===== src/rtl/lsd_alu_pkg.sv =====
// lsd_alu_pkg: shared constants for the LSD lab processor ALU.
// Opcode encodings, flag bit positions and datapath widths used by
// lsd_alu, lsd_alu_addsub and anything that decodes into the ALU.
package lsd_alu_pkg;

    localparam int DATA_W = 8;
    localparam int OPR_W  = 3;
    localparam int FLAG_W = 4;

    // Operation select encodings
    localparam logic [OPR_W-1:0] OP_PASSB = 3'b000;
    localparam logic [OPR_W-1:0] OP_SUB   = 3'b001;
    localparam logic [OPR_W-1:0] OP_ADD   = 3'b010;
    localparam logic [OPR_W-1:0] OP_XOR   = 3'b011;
    localparam logic [OPR_W-1:0] OP_SHR   = 3'b100;
    localparam logic [OPR_W-1:0] OP_SHL   = 3'b101;
    localparam logic [OPR_W-1:0] OP_AND   = 3'b110;
    localparam logic [OPR_W-1:0] OP_OR    = 3'b111;

    // Bit positions inside FLAGS
    localparam int FLAG_OVFL  = 3;
    localparam int FLAG_CARRY = 2;
    localparam int FLAG_NEG   = 1;
    localparam int FLAG_ZERO  = 0;

endpackage


===== src/rtl/lsd_alu_if.sv =====
// lsd_alu_if: operand/result bundle between the operand registers and
// instruction decoder (master) and the ALU (slave).
// There is no valid/ready handshake on this bundle: the slave samples
// A/B/OPR on every rising clock edge and presents R/FLAGS one edge later,
// so every cycle carries exactly one operation.
interface lsd_alu_if;
    import lsd_alu_pkg::*;

    logic [DATA_W-1:0] A;
    logic [DATA_W-1:0] B;
    logic [OPR_W-1:0]  OPR;
    logic [DATA_W-1:0] R;
    logic [FLAG_W-1:0] FLAGS;

    modport master (
        output A,
        output B,
        output OPR,
        input  R,
        input  FLAGS
    );

    modport slave (
        input  A,
        input  B,
        input  OPR,
        output R,
        output FLAGS
    );

endinterface


===== src/rtl/lsd_alu_addsub.sv =====
// lsd_alu_addsub: combinational 8-bit adder/subtractor shared by the ADD and
// SUB opcodes. Subtraction is A + ~B + 1, so carry means "no borrow"
// (A >= B unsigned) when sub is set.
module lsd_alu_addsub
    import lsd_alu_pkg::*;
(
    input  logic [DATA_W-1:0] A,
    input  logic [DATA_W-1:0] B,
    input  logic              sub,
    output logic [DATA_W-1:0] sum,
    output logic              carry,
    output logic              ovfl
);

    logic [DATA_W-1:0] b_eff;
    logic [DATA_W:0]   full;

    // Invert B and inject the +1 through the carry-in for subtraction; signed
    // overflow occurs when both addends share a sign that the result lacks.
    always_comb begin
        b_eff = sub ? ~B : B;
        full  = {1'b0, A} + {1'b0, b_eff} + {{DATA_W{1'b0}}, sub};
        sum   = full[DATA_W-1:0];
        carry = full[DATA_W];
        ovfl  = (A[DATA_W-1] == b_eff[DATA_W-1]) && (sum[DATA_W-1] != A[DATA_W-1]);
    end

endmodule


===== src/rtl/lsd_alu.sv =====
// lsd_alu: 8-bit, eight-operation ALU with registered result and flags.
// A/B/OPR are sampled every rising edge; R/FLAGS follow one cycle later.
// Build option: define LSD_ALU_SHIFT_CARRY_EN to report the shifted-out bit
// on CARRY for the shift opcodes (otherwise CARRY is 0 for shifts).
module lsd_alu
    import lsd_alu_pkg::*;
(
    input  logic       clk,
    input  logic       rst_n,
    lsd_alu_if.slave   bus
);

    logic [DATA_W-1:0] as_sum;
    logic              as_carry;
    logic              as_ovfl;
    logic              as_sub;

    logic [DATA_W-1:0] res_next;
    logic              carry_next;
    logic              ovfl_next;
    logic [FLAG_W-1:0] flags_next;

    logic [DATA_W-1:0] r_q;
    logic [FLAG_W-1:0] flags_q;

    assign as_sub = (bus.OPR == OP_SUB);

    lsd_alu_addsub u_addsub (
        .A     (bus.A),
        .B     (bus.B),
        .sub   (as_sub),
        .sum   (as_sum),
        .carry (as_carry),
        .ovfl  (as_ovfl)
    );

    // Result mux plus the opcode-dependent CARRY/OVFL sources
    always_comb begin
        res_next   = '0;
        carry_next = 1'b0;
        ovfl_next  = 1'b0;
        case (bus.OPR)
            OP_PASSB: res_next = bus.B;
            OP_SUB, OP_ADD: begin
                res_next   = as_sum;
                carry_next = as_carry;
                ovfl_next  = as_ovfl;
            end
            OP_XOR:   res_next = bus.A ^ bus.B;
            OP_SHR: begin
                res_next = {1'b0, bus.A[DATA_W-1:1]};
`ifdef LSD_ALU_SHIFT_CARRY_EN
                carry_next = bus.A[0];
`else
                carry_next = 1'b0;
`endif
            end
            OP_SHL: begin
                res_next = {bus.A[DATA_W-2:0], 1'b0};
`ifdef LSD_ALU_SHIFT_CARRY_EN
                carry_next = bus.A[DATA_W-1];
`else
                carry_next = 1'b0;
`endif
            end
            OP_AND:   res_next = bus.A & bus.B;
            OP_OR:    res_next = bus.A | bus.B;
            default:  res_next = '0;
        endcase
    end

    // Assemble the flag vector; ZERO and NEG derive from the result for all opcodes
    always_comb begin
        flags_next             = '0;
        flags_next[FLAG_OVFL]  = ovfl_next;
        flags_next[FLAG_CARRY] = carry_next;
        flags_next[FLAG_NEG]   = res_next[DATA_W-1];
        flags_next[FLAG_ZERO]  = (res_next == '0);
    end

    // Output registers: cleared asynchronously, loaded every cycle otherwise
    always_ff @(posedge clk or negedge rst_n) begin
        if (!rst_n) begin
            r_q     <= '0;
            flags_q <= '0;
        end else begin
            r_q     <= res_next;
            flags_q <= flags_next;
        end
    end

    assign bus.R     = r_q;
    assign bus.FLAGS = flags_q;

endmodule


===== src/flat_wrapper.sv =====
// flat-port wrapper written by rule: the top's interface ports become plain ports
module lsd_alu_flat import lsd_alu_pkg::*;
  (clk, rst_n, bus_A, bus_B, bus_OPR, bus_R, bus_FLAGS);
  lsd_alu_if bus_i ();
  input  logic clk;
  input  logic rst_n;
  input wire logic [$bits(bus_i.A)-1:0] bus_A;
  input wire logic [$bits(bus_i.B)-1:0] bus_B;
  input wire logic [$bits(bus_i.OPR)-1:0] bus_OPR;
  output wire logic [$bits(bus_i.R)-1:0] bus_R;
  output wire logic [$bits(bus_i.FLAGS)-1:0] bus_FLAGS;
  assign bus_i.A = bus_A;
  assign bus_i.B = bus_B;
  assign bus_i.OPR = bus_OPR;
  assign bus_R = bus_i.R;
  assign bus_FLAGS = bus_i.FLAGS;
  lsd_alu u_core (.clk(clk), .rst_n(rst_n), .bus(bus_i));
endmodule

===== config.mk =====
export PLATFORM = sky130hd
export DESIGN_NAME = lsd_alu_flat
export DESIGN_NICKNAME = d
export VERILOG_FILES = /design/src/rtl/lsd_alu_pkg.sv /design/src/rtl/lsd_alu_if.sv /design/src/rtl/lsd_alu_addsub.sv /design/src/rtl/lsd_alu.sv /design/src/flat_wrapper.sv
export SDC_FILE = /design/constraint.sdc
export NUM_CORES = 1
export LEC_CHECK = 0
export ABC_CLOCK_PERIOD_IN_PS = 800
export CORE_MARGIN = 2
export CORE_UTILIZATION = 41
export CTS_CLUSTER_SIZE = 14
export DETAILED_ROUTE_END_ITERATION = 7
export DONT_BUFFER_PORTS = 1
export RECOVER_POWER = 100
export SETUP_SLACK_MARGIN = 0.2
export SKIP_LAST_GASP = 1
export SYNTH_ARGS = -nofsm -noshare
export SYNTH_HDL_FRONTEND = slang
export SYNTH_SLANG_ARGS = --single-unit

===== constraint.sdc =====
create_clock -name clk -period 0.8 [get_ports clk]
set_input_delay 0.04 -clock clk [delete_from_list [all_inputs] [get_ports clk]]
set_output_delay 0.04 -clock clk [all_outputs]
set_load 0.1 [all_outputs]

==> summary.md, run 1 <==
| Metric | Value |
|---|---|
| Run status | `finished with violations` |
| Failing checks | `hold timing, setup timing` |
| Max-cap violations | `0` |
| CTS Buffer Depth | `2` |
| Yosys top cell area share | `0.187` |
| Critical Path End Type | `flop` |
| Post-Syn Nets | `236` |
| Final Cycle Share | `2.46` |
| Required time worst endpoint | `970 ps` |
| Count of final max-slew check failures | `0` |
| Initial Util | `0.423` |
| Average size of a mapped cell | `8.04 sq um` |
| Clk sinks | `11` |
| Unrepaired setup endpoints after global routing | `true` |
| CTS tree | `done` |
| Final setup vio count | `23` |
| Fin crit period | `1970 ps` |
| Synth Register Bits | `11` |
| CP Launch Type | `input pin` |
| CTS clock-pin slew for the worst setup and hold paths | `50 ps` |
| Largest net degree at the start of global routing | `30` |
| Post-synth top cells | `ha_1 (23), inv_1 (23), nand2_1 (16), a21oi_1 (14), nor2_1 (12)` |
| Tightest Pin Transition | `475 ps` |
| Total CTS buffers | `3` |
| Root buffer cell | `clkbuf_8` |
| Setup ws final | `-1170 ps` |
| Vias per cell | `5.43` |
| Synthesis Warnings | `0` |
| DRT Wirelength | `4270 microns` |
| First-pass GRT wire length | `6910 microns` |
| HPWL Detailed | `3290 microns` |
| Count of cell types in the netlist | `49` |
| Post-route ant nets | `0` |
| Routability Congestion | `0.889` |
| Vias in the first global route | `1,530` |
| FP Rows | `22` |
| Die height | `65.2 microns` |
| Port Buffers | `0` |
| Hold crit path type | `input pin to asynchronous set/reset pin` |
| Arrival time at the worst endpoint | `2140 ps` |
| N_diodes | `0` |
| Hold_ws | `-94.0 ps` |
| Via count | `1,557` |
| Share of layout cells above drive strength 1 | `0.439` |
| Synth-to-Final Area Change | `47.7%` |
| Max frequency | `508 MHz` |
| GRT Resource Usage Total | `0.206` |
| H-tree lvl count | `1` |
| Count of final hold-check violations | `11` |
| Critical path class | `input pin to flop` |
| Core box area | `0.00363 sq mm` |
| WL/cell | `14.9 microns` |
| Antenna violations before repair | `0` |
| End-of-flow core utilization | `0.625` |
| Ys async rst share | `1.00` |
| 1st-pass router iterations | `4` |
| Seq/Total Area, Yosys | `0.179` |
| Die Width | `65.2 microns` |
| Placed inst area | `0.00204 sq mm` |
| Die ar. | `0.00425 sq mm` |
| Pwr Density | `1410 mW/mm^2` |
| Synth Instances | `191` |
| Fin area | `0.00227 sq mm` |
| Cell taking the most area after synthesis | `ha_1` |
| CP Max Fanout | `27` |
| Top FF cell, synth | `dfrtp_1` |
| Initial DRC count | `57` |
| EDFF count, synth | `0` |
| Pleak | `0.00105 uW` |
| Remaining DRCs | `0` |
| IO Count | `33` |
| Grt ovf | `0` |
| NumNets Final | `285` |
| Worst IR Drop VDD | `491 uV` |
| CTS Hold Bufs | `1` |
| Mapped Area | `0.00154 sq mm` |
| Largest cells by area after synthesis | `ha_1 (19%), dfrtp_1 (18%), inv_1 (5.6%)` |
| Max-slew headroom | `0.683` |
| Fill cells | `308` |
==> metrics by stage <==
step	worst slack, ps	instances	TNS [ps]	total power, uW	hold WS (ps)
after detailed placement	-1420	274	-12260	2520	-255
after global placement	-1350	274	-11640	2480	-255
final	-1170	287	-10680	3210	-94.0
after CTS	-1130	282	-10460	3100	-1.39
after floorplan	-1340	191	-11000	2150	-256
after global routing	-1240	287	-11670	3380	-50.3
==> cell usage in the layout, fill, tap and decap left out, drive strengths merged, types with 3 or more instances in the layout <==
| cell | instances |
|---|---|
| a21oi | 14 |
| buf | 55 |
| nand3 | 4 |
| nand2 | 16 |
| nor2 | 12 |
| dfrtp | 11 |
| o22ai | 3 |
| o21ai | 8 |
| a211oi | 3 |
| clkbuf | 4 |
| nand2b | 5 |
| mux2i | 3 |
| xnor2 | 9 |
| ha | 23 |
| or2 | 3 |
| a221oi | 3 |
| xor2 | 3 |
| inv | 23 |
==> kinds of logic after synthesis <==
| logic type | Yosys count | synth area share |
|---|---|---|
| xor gates and xnor gates | 12 | 0.0684 |
| muxes | 4 | 0.0342 |
| and+or+nand+nor | 53 | 0.171 |
| adders and majority gates | 24 | 0.200 |
| DFF | 11 | 0.179 |
| AOI/OAI and AO/OA | 52 | 0.246 |
| buffers and inverters | 35 | 0.101 |
==> per-layer routing <==
| layer | up-vias | GRT usage | part of all wire |
|---|---|---|---|
| li1 | 764 | - | - |
| met1 | 738 | 0.261 | 0.42 |
| met2 | 48 | 0.349 | 0.51 |
| met3 | 7 | 0.0308 | 0.057 |
| met4 | 0 | 0.0859 | 0.013 |
| met5 | - | 0 | 0 |
==> state kept, by name (all words and copies together) (netlist names) <==
name              flops
u_core.bus.FLAGS      4
u_core.bus.R          7
==> final cells by class <==
class,count,area (sq um),share of cell area
multi-input combinational,145,1300,0.573
timing repair buffer,56,463,0.204
sequential,11,313,0.138
inverter,23,88.8,0.0391
tap,48,60.1,0.0265
clock buffer,4,45.0,0.0198
==> timing repair <==
action / in CTS / in global routing
endpoints found under the setup margin: 23 / 34
buffers inserted: 3 / 5
gates cloned: 0 / 0
pin swaps: 8 / 21
resized for setup: 8 / 22
hold endpoints to repair: 12 / 11
==> critical path, cell delays in order <==
cell and delay, ps:
nor3b_4 230, buf_6 170, xnor2_4 120, ha_4 230, and3b_2 230, a221oi_4 350, xor2_1 210, o221ai_2 130
nor4_1 240, o211a_1 190
==> power breakdown <==
part	internal (uW)	switching [uW]
combinational	768	729
clock	348	183
sequential	678	502
total	1790	1410
==> worst max path at each step <==
stage / startpoint / to / slack, ps / cells after the start
6_report: bus_OPR[2] / u_core.bus.FLAGS[0] / -1170 / 10
2_1_floorplan: bus_OPR[2] / u_core.bus.FLAGS[0] / -1340 / 11
3_3_place_gp: bus_OPR[1] / u_core.bus.FLAGS[0] / -1350 / 10
5_1_grt: bus_OPR[2] / u_core.bus.FLAGS[0] / -1240 / 10
3_5_place_dp: bus_OPR[1] / u_core.bus.FLAGS[0] / -1420 / 10
4_1_cts: bus_OPR[1] / u_core.bus.FLAGS[0] / -1130 / 11
No activity file was read; power rests on OpenSTA's default activity.
==> run 2: changes to the inputs <==
--- a/config.mk
+++ b/config.mk
@@ -16,4 +16,5 @@
 export SKIP_LAST_GASP = 1
 export SYNTH_ARGS = -nofsm -noshare
 export SYNTH_HDL_FRONTEND = slang
+export SYNTH_HIERARCHICAL = 1
 export SYNTH_SLANG_ARGS = --single-unit
==> run 2 against run 1 <==
Compared with the run above:
- the run still ends with hold timing, setup timing left
- global-route usage decreased by 1.2 points
- synthesized cell count increased by 6.3%
- clock power increased by 0.9%
- final cell count increased by 6.3%
- critical path type unchanged
- largest cell class unchanged
- largest power group unchanged
==> summary.md, run 2 <==
| Metric | Value |
|---|---|
| Pwr Density | `1430 mW/mm^2 (+1.5%)` |
| HPWL Detailed | `3430 microns (+4.4%)` |
| Failing checks | `hold timing, setup timing` |
| Share of layout cells above drive strength 1 | `0.478 (+0.0391)` |
| CP Launch Type | `input pin` |
| Clk sinks | `11 (unchanged)` |
| Routability Congestion | `0.896 (+0.74%)` |
| EDFF count, synth | `0 (unchanged)` |
| N_diodes | `0 (unchanged)` |
| Total CTS buffers | `3 (unchanged)` |
| Fin crit period | `2630 ps (+662 ps)` |
| Most frequent cell after synthesis | `inv_1` |
| WL/cell | `15.9 microns (+6.6%)` |
| Synthesis Warnings | `6 (+6)` |
| Core box area | `0.00406 sq mm (+12%)` |
| CTS Buffer Depth | `2 (unchanged)` |
| Count of final hold-check violations | `11 (unchanged)` |
| Worst-path cell chain | `or2b_1 > nor2_4 > buf_6 > xor2_1 > ha_1 > buf_6 > o21a_1 > o31a_1 > o31ai_2 > a21boi_4 > mux2i_4 > a21oi_2 > a31oi_1 > buf_4 > buf_4 > buf_6 > nand2_2` |
| Largest cells by area after synthesis | `ha_1 (16%), dfrtp_1 (16%), inv_1 (5.4%)` |
| Fin area | `0.00257 sq mm (+13%)` |
| CTS tree | `done` |
| Fill cells | `334 (+8.4%)` |
| Max-cap violations | `0 (unchanged)` |
| Most common cell after layout, fill and taps aside | `buf_4` |
| Critical Path End Type | `flop` |
| Critical path origin | `bus_OPR[0]` |
| Worst IR Drop VDD | `600 uV (+22%)` |
| Die height | `69.3 microns (+6.3%)` |
| Tightest Pin Transition | `475 ps (+0.0385 ps)` |
| Clock share of power | `0.145 (-0.020)` |
| H-tree lvl count | `1 (unchanged)` |
| FP Rows | `23 (+4.5%)` |
| Cell taking the most area after synthesis | `ha_1` |
| Slowest cell delay on critical path | `290 ps (-60 ps)` |
| CP bufs+invs | `5 (+4)` |
| DRT Wirelength | `4840 microns (+13%)` |
| Crit path max-delay family | `compound AO/OA/AOI/OAI gates` |
| Via count | `1,640 (+5.3%)` |
| Root buffer cell | `clkbuf_8` |
| Hold crit path type | `input pin to asynchronous set/reset pin` |
| Post-route ant nets | `0 (unchanged)` |
| Reg power frac | `0.320 (-0.048)` |
| Setup ws final | `-1830 ps (-662 ps)` |
| GRT Resource Usage Total | `0.194 (-0.0120)` |
| Unrepaired setup endpoints after global routing | `true` |
| Max-slew headroom | `0.683 (about the same)` |
| Pleak | `0.00118 uW (+12%)` |
| Pint | `2090 uW (+16%)` |
| 1st-pass router iterations | `4 (unchanged)` |
| Arrival time at the worst endpoint | `2800 ps (+660 ps)` |
| Max reg flops | `7 (unchanged)` |
| Count of cell types in the netlist | `60 (+22%)` |
| Count of final max-slew check failures | `0 (unchanged)` |
| Largest net degree at the start of global routing | `44 (+47%)` |
| Post-Syn Nets | `248 (+5.1%)` |
| First-pass GRT wire length | `7670 microns (+11%)` |
| CP Max Fanout | `43 (+59%)` |
| Top cell by count, worst path | `buf_6` |
| Max stage delay cell, worst path | `a21boi_4` |
| Run status | `finished with violations` |
| Die Width | `69.3 microns (+6.3%)` |
| Critical path class | `input pin to flop` |
| Mapped Area | `0.00175 sq mm (+14%)` |
| Power after layout | `3680 uW (+15%)` |
| Ys async rst share | `1.00 (unchanged)` |
| Switch share | `0.434 (-0.00699)` |
| Top FF cell, synth | `dfrtp_1` |
| Initial DRC count | `61 (+7.0%)` |
| Hold_ws | `-97.3 ps (-3.33 ps)` |
| Required time worst endpoint | `970 ps (about the same)` |
| Die ar. | `0.00481 sq mm (+13%)` |
| Average size of a mapped cell | `8.62 sq um (+7.2%)` |
| Comb pwr share | `0.534 (+0.067)` |
| Final Cycle Share | `3.29 (+0.828)` |
| Synth Instances | `203 (+6.3%)` |
| Synth Register Bits | `11 (unchanged)` |
| CTS Hold Bufs | `1 (unchanged)` |
| NumNets Final | `301 (+5.6%)` |
| Port Buffers | `0 (unchanged)` |
| Initial Util | `0.431 (+0.00853)` |
| Vias in the first global route | `1,680 (+9.8%)` |
| Most frequent cells in the layout | `buf_4 (41), inv_1 (22), ha_1 (19)` |
| Max frequency | `380 MHz (-25%)` |
| Post-synth top cells | `inv_1 (25), ha_1 (23), nand2_1 (14), nor2_1 (12), dfrtp_1 (11)` |
| Vias per cell | `5.38 (-0.89%)` |
| Final setup vio count | `23 (unchanged)` |
| Remaining DRCs | `0 (unchanged)` |
| Grt ovf | `0 (unchanged)` |
| Placed inst area | `0.00210 sq mm (+3.3%)` |
| Net switching power | `1600 uW (+13%)` |
| CTS clock-pin slew for the worst setup and hold paths | `40 ps (about the same)` |
| Antenna violations before repair | `0 (unchanged)` |
| Seq/Total Area, Yosys | `0.157 (-0.0219)` |
| Yosys top cell area share | `0.164 (-0.0229)` |
| Synth-to-Final Area Change | `46.7%` |
| IO Count | `33 (unchanged)` |
## run 2: metrics by stage
stage	utilization	instances	setup WS, ps	hold WS [ps]	setup TNS (ps)
2_1_floorplan	-	203	-1860	-256	-15370
3_3_place_gp	0.518	283	-1890	-255	-16480
3_5_place_dp	0.518	283	-1970	-255	-16910
4_1_cts	0.586	301	-1630	-12.3	-14920
5_1_grt	0.633	305	-1930	-56.8	-17030
6_report	0.633	305	-1830	-97.3	-15910
## run 2: cell families (layout without fill, tap and decap cells)
kind of cell | count (synthesis) | in the layout | synth area share
adder cells (fa/ha/maj) | 25 | 25 | 0.182
XOR/XNOR | 12 | 12 | 0.0600
flip-flops | 11 | 11 | 0.157
buffers and inverters | 37 | 89 | 0.121
multiplexers | 14 | 14 | 0.104
AND/OR/NAND/NOR | 59 | 59 | 0.182
AO/OA/AOI/OAI | 45 | 45 | 0.194
## run 2: area by class of cell
class / count / area, sq um / area share
multi-input cells: 155 / 1520 / 0.593
flip-flops and latches: 11 / 313 / 0.122
repair buffers: 59 / 527 / 0.205
clock buffers: 4 / 45.0 / 0.0175
well taps: 50 / 62.6 / 0.0244
inverters: 26 / 97.6 / 0.0380
## run 2: worst max path at each step
stage	endpoint	slack (ps)	cells past startpoint
2_1_floorplan	u_core/bus.FLAGS[0]	-1860	15
3_3_place_gp	u_core/bus.FLAGS[0]	-1890	13
3_5_place_dp	u_core/bus.FLAGS[0]	-1970	15
4_1_cts	u_core/bus.FLAGS[0]	-1630	14
5_1_grt	u_core/bus.R[6]	-1930	17
6_report	u_core/bus.R[6]	-1830	17
## run 2: repair_timing
item / CTS / global route
pin swaps: 31 / 18
setup buffers: 13 / 4
resized for setup: 33 / 25
hold endpoints to repair: 12 / 11
endpoints found under the setup margin: 23 / 34
## run 2: per-layer routing
metal | routed length, microns | GRT usage
met1 | 2060 | 0.240
met2 | 2490 | 0.331
met3 | 215 | 0.0407
met4 | 76 | 0.0719
met5 | 0 | 0
## run 2: power groups by stage
stage | clock [uW] | combinational, uW | sequential (uW)
floorplan | 0 | 1010 | 1250
global placement | 0 | 1420 | 1190
detailed placement | 0 | 1430 | 1190
CTS | 555 | 1740 | 1180
global route | 586 | 2120 | 1180
finish | 535 | 1970 | 1180
